### src/rtl/div_tick_gen_if.sv
// Divisor programming bus for div_tick_gen.
// Master writes a divisor; slave flags rejected writes.
interface div_tick_gen_if #(
    parameter int CNT_W = 26
);
    logic             div_wr;
    logic [1:0]       div_sel;
    logic [CNT_W-1:0] div_val;
    logic             div_err;

    modport master (
        output div_wr,
        output div_sel,
        output div_val,
        input  div_err
    );

    modport slave (
        input  div_wr,
        input  div_sel,
        input  div_val,
        output div_err
    );
endinterface

### src/rtl/div_tick_gen.sv
// Four-channel timebase: per-channel tick enables and square waves
// with glitch-free divisor update and optional cascade.
module div_tick_gen #(
    parameter int CNT_W = 26,
    parameter int DIV0  = 50_000_000,
    parameter int DIV1  = 500_000,
    parameter int DIV2  = 50_000,
    parameter int DIV3  = 50
) (
    input  logic          clk_50mhz,
    input  logic          rst,
    input  logic [3:0]    ch_en,
    input  logic [3:0]    casc,
    input  logic          sync,
    div_tick_gen_if.slave div_bus,
    output logic [3:0]    tick,
    output logic [3:0]    sq
);

    typedef logic [CNT_W-1:0] cnt_t;

    localparam cnt_t ONE = cnt_t'(1);
    localparam cnt_t DIV_RST [4] = '{
        cnt_t'(DIV0), cnt_t'(DIV1),
        cnt_t'(DIV2), cnt_t'(DIV3)
    };

    cnt_t       cnt_q [4];
    cnt_t       d_q   [4];
    cnt_t       p_q   [4];
    logic [3:0] pv_q;

    cnt_t       cnt_n [4];
    cnt_t       d_n   [4];
    cnt_t       p_n   [4];
    logic [3:0] pv_n;
    logic [3:0] sq_n;

    logic wr_ok;
    logic prev;
    logic wrap;
    logic adv;
    logic wr_k;
    logic apply;

    always_comb begin
        wr_ok = div_bus.div_wr && (div_bus.div_val != '0);
        prev  = 1'b0;
        wrap  = 1'b0;
        adv   = 1'b0;
        wr_k  = 1'b0;
        apply = 1'b0;
        tick  = '0;
        pv_n  = pv_q;
        sq_n  = '0;
        for (int k = 0; k < 4; k++) begin
            cnt_n[k] = cnt_q[k];
            d_n[k]   = d_q[k];
            p_n[k]   = p_q[k];
            wrap = (cnt_q[k] == d_q[k] - ONE);
            // Cascade ripples through prev within one cycle.
            adv  = ch_en[k] && (k == 0 || !casc[k] || prev);
            prev = adv && wrap && !sync && !rst;
            tick[k] = prev;
            wr_k = wr_ok && (div_bus.div_sel == 2'(k));
            if (sync) begin
                cnt_n[k] = '0;
                if (wr_k) begin
                    d_n[k] = div_bus.div_val;
                    p_n[k] = div_bus.div_val;
                end else if (pv_q[k]) begin
                    d_n[k] = p_q[k];
                end
                pv_n[k] = 1'b0;
            end else begin
                if (adv) begin
                    cnt_n[k] = wrap ? '0 : cnt_q[k] + ONE;
                end
                // Apply only at a period boundary or while idle.
                apply = pv_q[k] && (prev || !ch_en[k]);
                if (apply) begin
                    d_n[k]  = p_q[k];
                    pv_n[k] = 1'b0;
                end
                if (wr_k) begin
                    p_n[k]  = div_bus.div_val;
                    pv_n[k] = 1'b1;
                end
            end
            sq_n[k] = (cnt_n[k] < (d_n[k] >> 1));
        end
    end

    always_ff @(posedge clk_50mhz) begin
        if (rst) begin
            for (int k = 0; k < 4; k++) begin
                cnt_q[k] <= '0;
                d_q[k]   <= DIV_RST[k];
                p_q[k]   <= '0;
            end
            pv_q           <= '0;
            sq             <= '0;
            div_bus.div_err <= 1'b0;
        end else begin
            for (int k = 0; k < 4; k++) begin
                cnt_q[k] <= cnt_n[k];
                d_q[k]   <= d_n[k];
                p_q[k]   <= p_n[k];
            end
            pv_q           <= pv_n;
            sq             <= sq_n;
            div_bus.div_err <= div_bus.div_wr &&
                               (div_bus.div_val == '0);
        end
    end

endmodule

### src/flat_wrapper.sv
// flat-port wrapper written by rule: the top's interface ports become plain ports
module div_tick_gen_flat 
#(
    parameter int CNT_W = 26,
    parameter int DIV0  = 50_000_000,
    parameter int DIV1  = 500_000,
    parameter int DIV2  = 50_000,
    parameter int DIV3  = 50
)
  (clk_50mhz, rst, ch_en, casc, sync, tick, sq, div_bus_div_wr, div_bus_div_sel, div_bus_div_val, div_bus_div_err);
  div_tick_gen_if #(.CNT_W(CNT_W)) div_bus_i ();
  input  logic clk_50mhz;
  input  logic rst;
  input  logic [3:0] ch_en;
  input  logic [3:0] casc;
  input  logic sync;
  output logic [3:0] tick;
  output logic [3:0] sq;
  input wire logic [$bits(div_bus_i.div_wr)-1:0] div_bus_div_wr;
  input wire logic [$bits(div_bus_i.div_sel)-1:0] div_bus_div_sel;
  input wire logic [$bits(div_bus_i.div_val)-1:0] div_bus_div_val;
  output wire logic [$bits(div_bus_i.div_err)-1:0] div_bus_div_err;
  assign div_bus_i.div_wr = div_bus_div_wr;
  assign div_bus_i.div_sel = div_bus_div_sel;
  assign div_bus_i.div_val = div_bus_div_val;
  assign div_bus_div_err = div_bus_i.div_err;
  div_tick_gen #(.CNT_W(CNT_W), .DIV0(DIV0), .DIV1(DIV1), .DIV2(DIV2), .DIV3(DIV3)) u_core (.clk_50mhz(clk_50mhz), .rst(rst), .ch_en(ch_en), .casc(casc), .sync(sync), .div_bus(div_bus_i), .tick(tick), .sq(sq));
endmodule
### config.mk
export PLATFORM = sky130hd
export DESIGN_NAME = div_tick_gen_flat
export DESIGN_NICKNAME = d
export VERILOG_FILES = /design/src/rtl/div_tick_gen_if.sv /design/src/rtl/div_tick_gen.sv /design/src/flat_wrapper.sv
export SDC_FILE = /design/constraint.sdc
export NUM_CORES = 1
export LEC_CHECK = 0
export ABC_AREA = 1
export CAP_MARGIN = 20
export CORE_ASPECT_RATIO = 0.75
export CORE_MARGIN = 2
export CORE_UTILIZATION = 55
export CTS_CLUSTER_DIAMETER = 50
export CTS_CLUSTER_SIZE = 30
export DETAILED_ROUTE_END_ITERATION = 16
export PLACE_DENSITY = 0.77
export SLEW_MARGIN = 20
export SYNTH_ARGS = -nofsm -noshare
export SYNTH_HDL_FRONTEND = slang
export SYNTH_SLANG_ARGS = --single-unit
### constraint.sdc
create_clock -name clk_50mhz -period 4.2 [get_ports clk_50mhz]
set_clock_uncertainty 0.15 [all_clocks]
set_input_delay 0.84 -clock clk_50mhz [delete_from_list [all_inputs] [get_ports clk_50mhz]]
set_output_delay 0.84 -clock clk_50mhz [all_outputs]
set_load 0.03 [all_outputs]
After elaboration in Yosys (flattened, before gate mapping)
Memory sizes are Yosys's and may differ from the RTL's.
Cells that the tools add are included.
Widths: inputs -> output; s select.
Operators by class
  $add $sub $neg: 8
  $lt $le $gt $ge: 4
  eq/ne operators: 7
  mux-type cells: 55
  bitwise logic cells: 12
  reduce and logical (&&, ||, !) cells: 49
Operators with widths (count)
  $mux 26: 44
  $add 26x1->26 const B: 4
  $eq 26x26->1: 4
  $lt 26x25->1: 4
  $sub 26x1->26 const B: 4
  $logic_not 26->1: 1
  $reduce_bool 26->1: 1
  $logic_and 1x1->1: 25
  $or 1x1->1: 12
  $mux 1: 11
  $logic_not 1->1: 9
  $reduce_bool 2->1: 4
  $logic_or 1x1->1: 7
  $eq 2x2->1 const B: 2
  $eq 2x1->1 const B: 1
  $logic_not 2->1: 1
  $reduce_or 2->1: 1
Storage, ports and cells
  register bits: 9
  RAM bits: 312
  output and inout bits: 9
  logic and storage cells: 144
  memories kept: 3
Memories
  u_core.cnt_q: words 4, width 26, read ports 4, clocked after Yosys merged registers in 0, write ports 4, line div_tick_gen.sv:28  | cnt_t cnt_q [4];
  u_core.d_q: words 4, width 26, read ports 4, clocked after Yosys merged registers in 0, write ports 4, line div_tick_gen.sv:29  | cnt_t d_q [4];
  u_core.p_q: words 4, width 26, read ports 4, clocked after Yosys merged registers in 0, write ports 4, line div_tick_gen.sv:30  | cnt_t p_q [4];

Depth between registers and ports, before layout
Gate-level depths: netlist (run 1).
  depth after elaboration: 25
  depth in mapped cells: 38
  depth with buffers taken out: 38

Least setup slack after synthesis (run 1)
OpenSTA, ideal clock, no wires.
  kind: input -> register
  from: in div_bus_div_val[1]
  to: reg u_core.sq[0]
  library setup time: 65 ps
  data arrival time: 3990 ps
  setup slack: -5 ps
  stages: 21
  path buffers: 2
  path through: clkbuf_1 > nor4_1 > nand4_1 > or2_2 > nand2_1 > nor3_1 > inv_2 > nand2_1 > clkbuf_1 > nand2_1 > o21ai_0 > a32o_1 > ha_1 > a21oi_1 > nor2_1 > a211oi_1 > o221a_2 > nor2_1 > a211oi_1 > nand2_1 > nor2_1
Between the ends
  cells in the longest elaborated chain, start to end: 6
Ends and longest elaborated chain
  start, declared: line flat_wrapper.sv:21  | input wire logic [$bits(div_bus_i.div_val)-1:0] div_bus_div_val;
  $reduce_bool 26->1: line div_tick_gen.sv:47  | wr_ok = div_bus.div_wr && (div_bus.div_val != '0);
  $logic_and 1x1->1: line div_tick_gen.sv:47
  $logic_and 1x1->1: line div_tick_gen.sv:65  | wr_k = wr_ok && (div_bus.div_sel == 2'(k));
  $mux 26 *: line div_tick_gen.sv:68  | if (wr_k) begin
  $mux 26 *: line div_tick_gen.sv:66  | if (sync) begin
  $lt 26x25->1 *: line div_tick_gen.sv:90  | sq_n[k] = (cnt_n[k] < (d_n[k] >> 1));
  end signal, assigned: line div_tick_gen.sv:111  | sq <= sq_n;
  end, declared: line div_tick_gen.sv:17  | output logic [3:0] sq
Mark *: on every way between the ends. The rest lies on a longest branch, timed or not.
A chain may end at the register's enable or synchronous reset.

==> results of run 1 <==
## synth_stat cells, types with 9 or more instances
cell type  number  share of area (%)
inv_1         352                5.8
a211oi_1       22               0.72
o21ai_1        12               0.26
nor2_2         16               0.44
inv_2          12               0.20
xnor2_1        54                2.1
nand3_1       199                4.4
o21ai_0       197                4.3
nor4_1         73                2.0
nand2_1       919                 15
a32o_1         45                2.0
buf_2           9               0.20
o211ai_1       27               0.89
nor2_1        422                6.9
nand4_1        67                1.8
clkbuf_1      107                1.8
dfxtp_1       321                 28
nand2_2        13               0.36
buf_1          15               0.25
nor2_4         13               0.64
nand3b_1       14               0.46
xor2_1        111                4.3
or2_2          18               0.49
ha_1          104                5.7
nor3_1        109                2.4
a21oi_1       216                4.7
## final cells by class
cell class                      count  area, um^2
Antenna cell                        7        17.5
Clock buffer                       39         953
Clock inverter                     25         364
Tap cell                          528         661
Timing Repair Buffer              895        7080
Fill cell                        2836        8600
Inverter                          371        1420
Multi-Input combinational cell   2731       15300
Sequential cell                   321        6440
## worst reg2reg max path: cells and delay by family, from the launching register on
kind	cells	cell delay (ps)
and+or+nand+nor	22	2330
buffers and inverters	10	950
adders and majority gates	2	430
AOI/OAI and AO/OA	4	400
DFF	1	370
## sequential cells by signal (all words and copies together), names as in the netlist
signal	cells
u_core.cnt_q	104
u_core.d_q	104
u_core.div_bus.div_err	1
u_core.p_q	104
u_core.pv_q	4
u_core.sq	4
## metrics by stage
step | TNS (ps) | setup WS (ps) | hold WS (ps) | utilization [%]
CTS | -1350 | -497 | 331 | 76.9
global placement | -2670 | -732 | 311 | 72.6
floorplan | 0 | 75.8 | 297 | -
detailed placement | -3000 | -821 | 321 | 72.6
finish | -1750 | -571 | 327 | 78.9
global route | -3170 | -821 | 352 | 78.9
## power by group
group	leakage (nW)	internal [mW]	switching [mW]
combinational	11.4	0.772	0.995
clock	0.633	2.03	1.58
sequential	2.62	3.15	0.105
total	14.7	5.95	2.68
## cell usage in the layout, fill, tap and decap left out, types with 8 or more instances in the layout
| master | count |
|---|---|
| a32o_1 | 40 |
| dfxtp_2 | 8 |
| and2_1 | 8 |
| nand4_1 | 67 |
| buf_12 | 12 |
| or2_2 | 17 |
| nor2_2 | 42 |
| clkdlybuf4s50_1 | 32 |
| o211ai_1 | 27 |
| nor2_4 | 26 |
| o21ai_0 | 182 |
| nor4_1 | 61 |
| nand3_2 | 11 |
| nand3b_1 | 14 |
| ha_1 | 92 |
| xnor2_1 | 53 |
| a21oi_1 | 210 |
| clkbuf_16 | 37 |
| buf_4 | 816 |
| inv_8 | 8 |
| nor4_2 | 11 |
| xor2_1 | 110 |
| inv_2 | 19 |
| inv_1 | 344 |
| buf_6 | 23 |
| dfxtp_1 | 312 |
| nand2_1 | 896 |
| nand2_4 | 14 |
| nor3_2 | 25 |
| a211oi_1 | 18 |
| nor2_1 | 385 |
| ha_4 | 10 |
| o21ai_1 | 22 |
| nand3_1 | 189 |
| nor3_1 | 83 |
| nand2_2 | 25 |
## worst min path at each step
stage	to	cells after the start
after floorplan	u_core.p_q[3][4]	2
after global placement	u_core.p_q[2][6]	2
after detailed placement	u_core.p_q[2][6]	2
after CTS	u_core.p_q[2][6]	2
after global routing	u_core.p_q[3][24]	2
final	u_core.p_q[2][6]	2
## kinds of logic after synthesis
group | synth area share, %
XOR/XNOR | 6.34
adder cells (fa/ha/maj) | 5.71
flip-flops | 28.2
AO/OA/AOI/OAI | 14.3
buffers and inverters | 8.63
AND/OR/NAND/NOR | 36.8
## metal layers
layer,share of wire [%],GRT usage (%),vias to the layer above,routed length (um)
li1,-,-,13400,-
met3,12,8.99,336,10600
met1,40,52.6,13000,35900
met4,5.4,18.5,0,4790
met5,0,0,-,0
met2,42,58.3,1718,37400
## what timing repair did
| action | 4_1_cts | 5_1_grt |
|---|---|---|
| buffers inserted | 12 | 24 |
| endpoints found under the setup margin | 8 | 13 |
| pin swaps | 28 | 67 |
| hold endpoints to repair | 0 | 0 |
| gates resized for setup | 94 | 166 |
| cloned | 2 | 0 |
==> summary.txt, run 1 <==
hold buffers post-CTS - 0
Non-Filler Instances - 4917
Synth cell types - 64
Layout area overhead - 41.4%
worst reg2reg path endpoint - u_core.sq[2]
Clock Path Buffers - 3
total power - 8.63 mW
vias per cell - 5.79
design area - 32200 um^2
EDFF count, synth - 0
PortBufs - 47
worst hold path class - reg -> reg
Yosys warning count - 0
Syn Nets - 3702
DRT iter0 DRCs - 3842
Worst-Skew Late Latency - 560 ps
die area - 43100 um^2
hold path startpoint - u_core.p_q[2][6]
mapped cell area - 22800 um^2
CTS Buf Count - 36
TritonCTS sink count - 321
status - complete, but fails checks
Initial Util - 55.8%
PD cells - 268 nW/um^2
core area - 40800 um^2
HPWL Detailed - 62400 um
area of placed instances - 29700 um^2
Final Hold Viols - 0
First-pass DRT Iterations - 9
Worst EP required - 4440 ps
Row Count - 64
CP startpoint - u_core.d_q[0][1]
die height - 180 um
RSZ-0062 raised after global routing - true
DRC - 0
CP max stage cell - dfxtp_2
Mean Syn Cell Area - 6.41 um^2
Mapped Cells - 3558
Slew Limit Headroom - 32.1%
Final GP Congestion - 0.993
H-tree Lvls - 2
Critical path buffers and inverters - 10
Final period util - 114%
prevailing post-synth register cell - dfxtp_1
wirelength, routed - 88700 um
largest fanout on the critical path - 5
clock-pin slew on the worst setup and hold paths - 80 ps
min Tclk post-route - 4770 ps
nets - 4500
reg2reg setup slack - -570 ps
dpl cells - 4812
Final WS setup - -571 ps
GR Util All Layers - 38.9%
io pins - 49
R2R cell count - 38
Die Width - 239 um
Avg WL per Cell - 18.0 um
highest cell delay on the worst timing path - 370 ps
largest net degree at the start of global routing - 206
failing checks - negative setup slack
Worst Max-Slew Pin Slew - 1020 ps
critical path type - reg -> reg
P_leak - 14.7 nW
Final Max Slew Viols - 0
Seq/Total Area, Yosys - 28.2%
count of final setup violators - 6
CP Capture Point - u_core.sq[2]
crit path launch type - flop
vias in the first global route - 26000
data arrival time of the critical path - 5010 ps
Yosys reg bits - 321
Crit path max-delay family - simple AND/OR/NAND/NOR gates
r2r startpoint - u_core.d_q[0][1]
FFs w/ async S/R, synth - 0%
crit-path most repeated cell - nand2_1
initial antenna violation count - 7
Antenna Nets Post-Route - 0
first-pass GRT wire length - 135000 um
DR vias - 28500
FMAX - 210 MHz
Setup crit end kind - flop
worst vdd ir - 257 uV
Maximum Capacitance Violations - 0
clock root buffer - clkbuf_16
critical path depth - 38
grt ovf - 0
layout cells sized above 1 - 27.1%
CTS tree - yes
No activity file was read; power rests on OpenSTA's default activity.
==> run 2, diff against run 1 <==
--- a/config.mk
+++ b/config.mk
@@ -8,7 +8,7 @@
 export ABC_AREA = 1
 export CAP_MARGIN = 20
 export CORE_ASPECT_RATIO = 0.75
-export CORE_MARGIN = 2
+export CORE_MARGIN = 5
 export CORE_UTILIZATION = 55
 export CTS_CLUSTER_DIAMETER = 50
 export CTS_CLUSTER_SIZE = 30
==> run 2 against run 1 <==
  * Worst hold slack improved by 6.0 ps
  * Largest power group unchanged
  * Via count decreased by 0.34%
  * Maximum frequency increased by 0.22%
  * Total power down 1.5%
  * Routed wire length fell by 0.87%
  * The flow still finishes with violations (negative setup slack)
  * Clock power shrank 3%
  * Critical path depth stayed put
  * Clock-buffer cell count decreased by 1
  * Critical path type unchanged
==> summary.txt, run 2 (synthesized netlist as in run 1, its figures left out) <==
DRT iter0 DRCs - 3443 (-10%)
DR vias - 28400 (-0.34%)
Largest regs - u_core.cnt_q: 104 flops, u_core.d_q: 104 flops, u_core.p_q: 104 flops
Final GP Congestion - 1.02 (+2.7%)
Worst EP required - 4450 ps (about the same)
Setup crit end kind - flop
clock-pin slew on the worst setup and hold paths - 70 ps (about the same)
RSZ-0062 raised after global routing - true
HPWL Detailed - 61800 um (-0.98%)
failing checks - negative setup slack
largest fanout on the critical path - 5 (unchanged)
min Tclk post-route - 4760 ps (-10.6 ps)
Maximum Capacitance Violations - 0 (unchanged)
Avg WL per Cell - 18.0 um (-0.35%)
First-pass DRT Iterations - 9 (unchanged)
Die Width - 245 um (+2.5%)
critical path type - reg -> reg
worst hold path class - reg -> reg
initial antenna violation count - 5 (-2)
fill count - 2835 (-0.035%)
data arrival time of the critical path - 5010 ps (about the same)
CTS tree - yes
first-pass GRT wire length - 134000 um (-0.88%)
core area - 40800 um^2 (unchanged)
Antenna Nets Post-Route - 0 (unchanged)
io pins - 49 (unchanged)
P_leak - 14.6 nW (-0.53%)
leading cell types in the layout, fill and taps excluded - nand2_1, buf_4, nor2_1
Worst-Skew Late Latency - 550 ps (about the same)
clock root buffer - clkbuf_16
Worst Max-Slew Pin Slew - 1120 ps (+102 ps)
highest cell delay on the worst timing path - 360 ps (about the same)
die area - 45700 um^2 (+5.9%)
most common cell after layout, fill and taps aside - nand2_1
Initial Util - 55.8% (unchanged)
CTS Buf Count - 36 (unchanged)
grt ovf - 0 (unchanged)
CP max stage cell - dfxtp_2
Final WS setup - -561 ps (+10.6 ps)
hold buffers post-CTS - 0 (unchanged)
nets - 4478 (-0.49%)
FMAX - 210 MHz (+0.22%)
die height - 186 um (+3.3%)
GR Util All Layers - 35.4% (-3.5 points)
Clock Path Buffers - 3 (unchanged)
Crit path max-delay family - simple AND/OR/NAND/NOR gates
status - complete, but fails checks
TritonCTS sink count - 321 (unchanged)
vias per cell - 5.80 (+0.19%)
wirelength, routed - 88000 um (-0.87%)
PD cells - 266 nW/um^2 (-0.78%)
pre-CTS setup slack - -711 ps (+110 ps)
PortBufs - 47 (unchanged)
crit path launch type - flop
Final Hold Viols - 0 (unchanged)
H-tree Lvls - 2 (unchanged)
worst vdd ir - 283 uV (+10%)
Row Count - 64 (unchanged)
count of final setup violators - 6 (unchanged)
Final period util - 113% (-0.25 points)
layout cells sized above 1 - 26.8% (-0.34 points)
vias in the first global route - 25500 (-1.7%)
Critical path buffers and inverters - 8 (-2)
Layout area overhead - 40.4%
post-layout util - 78.4% (-0.57 points)
largest net degree at the start of global routing - 194 (-5.8%)
Final Max Slew Viols - 0 (unchanged)
Slew Limit Headroom - 25.3% (-6.8 points)
DRC - 0 (unchanged)
-- run 2: cell count changes in the layout (fill, tap and decap cells not counted), sizes merged, moves of 2 or more --
cell and delta:
buf -24, bufinv -2, clkdlybuf4s50 -9, clkinv -4
diode -3, dlymetal6s2s +10, inv +7
-- run 2: worst paths after layout --
kind / from / to / slack (ps) / depth (start not counted)
setup / recovery: u_core.d_q[0][1] / u_core.sq[1] / -560 / 38
hold reg to reg: u_core.p_q[3][4] / u_core.p_q[3][4] / 330 / 2
hold / removal: u_core.p_q[3][4] / u_core.p_q[3][4] / 330 / 2
setup reg to reg: u_core.d_q[0][1] / u_core.sq[1] / -560 / 38
-- run 2: per-stage QoR --
step / TNS, ps / std cells / hold WS [ps] / power, mW / area, um^2
2_1_floorplan: 0 / 3558 / 297 / 4.11 / 22800
5_1_grt: -3580 / 4891 / 351 / 8.78 / 32000
3_5_place_dp: -2610 / 4780 / 319 / 4.87 / 29400
6_report: -2110 / 4891 / 333 / 8.50 / 32000
3_3_place_gp: -2330 / 4780 / 312 / 4.83 / 29400
4_1_cts: -1420 / 4861 / 330 / 8.37 / 31200
-- run 2: repair_timing --
action,CTS,global route
gates resized for setup,109,155
endpoints found under the setup margin,8,18
setup buffers,16,27
gates cloned,3,1
pin swaps,53,75
-- run 2: area by class of cell --
cell class,count,area (um^2),share of cell area [%]
Timing Repair Buffer,872,6930,21.6
Antenna cell,4,10.0,0.0313
Multi-Input combinational cell,2732,15300,47.8
Inverter,371,1410,4.41
Clock inverter,25,327,1.02
Tap cell,528,661,2.06
Clock buffer,38,940,2.94
Sequential cell,321,6440,20.1
-- run 2: report_power, final --
part           leakage, nW  total [mW]  switching [mW]  internal (mW)
Combinational         11.3        1.75           0.991          0.764
Clock                0.615        3.49            1.59           1.90
Sequential            2.62        3.26           0.109           3.15
-- run 2: routing by layer --
layer  track usage, %  vias to the layer above  share of wire (%)
met4             12.5                        0                4.8
met5                0                        -                  0
li1                 -                    13400                  -
met2             53.2                     1728                 42
met3             6.64                      299                 12
met1             51.0                    13000                 41
-- run 2: worst min-delay path, delay by kind of cell, from the launching register on --
kind | cells | cell delay [ps]
DFF | 1 | 330
AOI/OAI and AO/OA | 1 | 50
and+or+nand+nor | 1 | 60
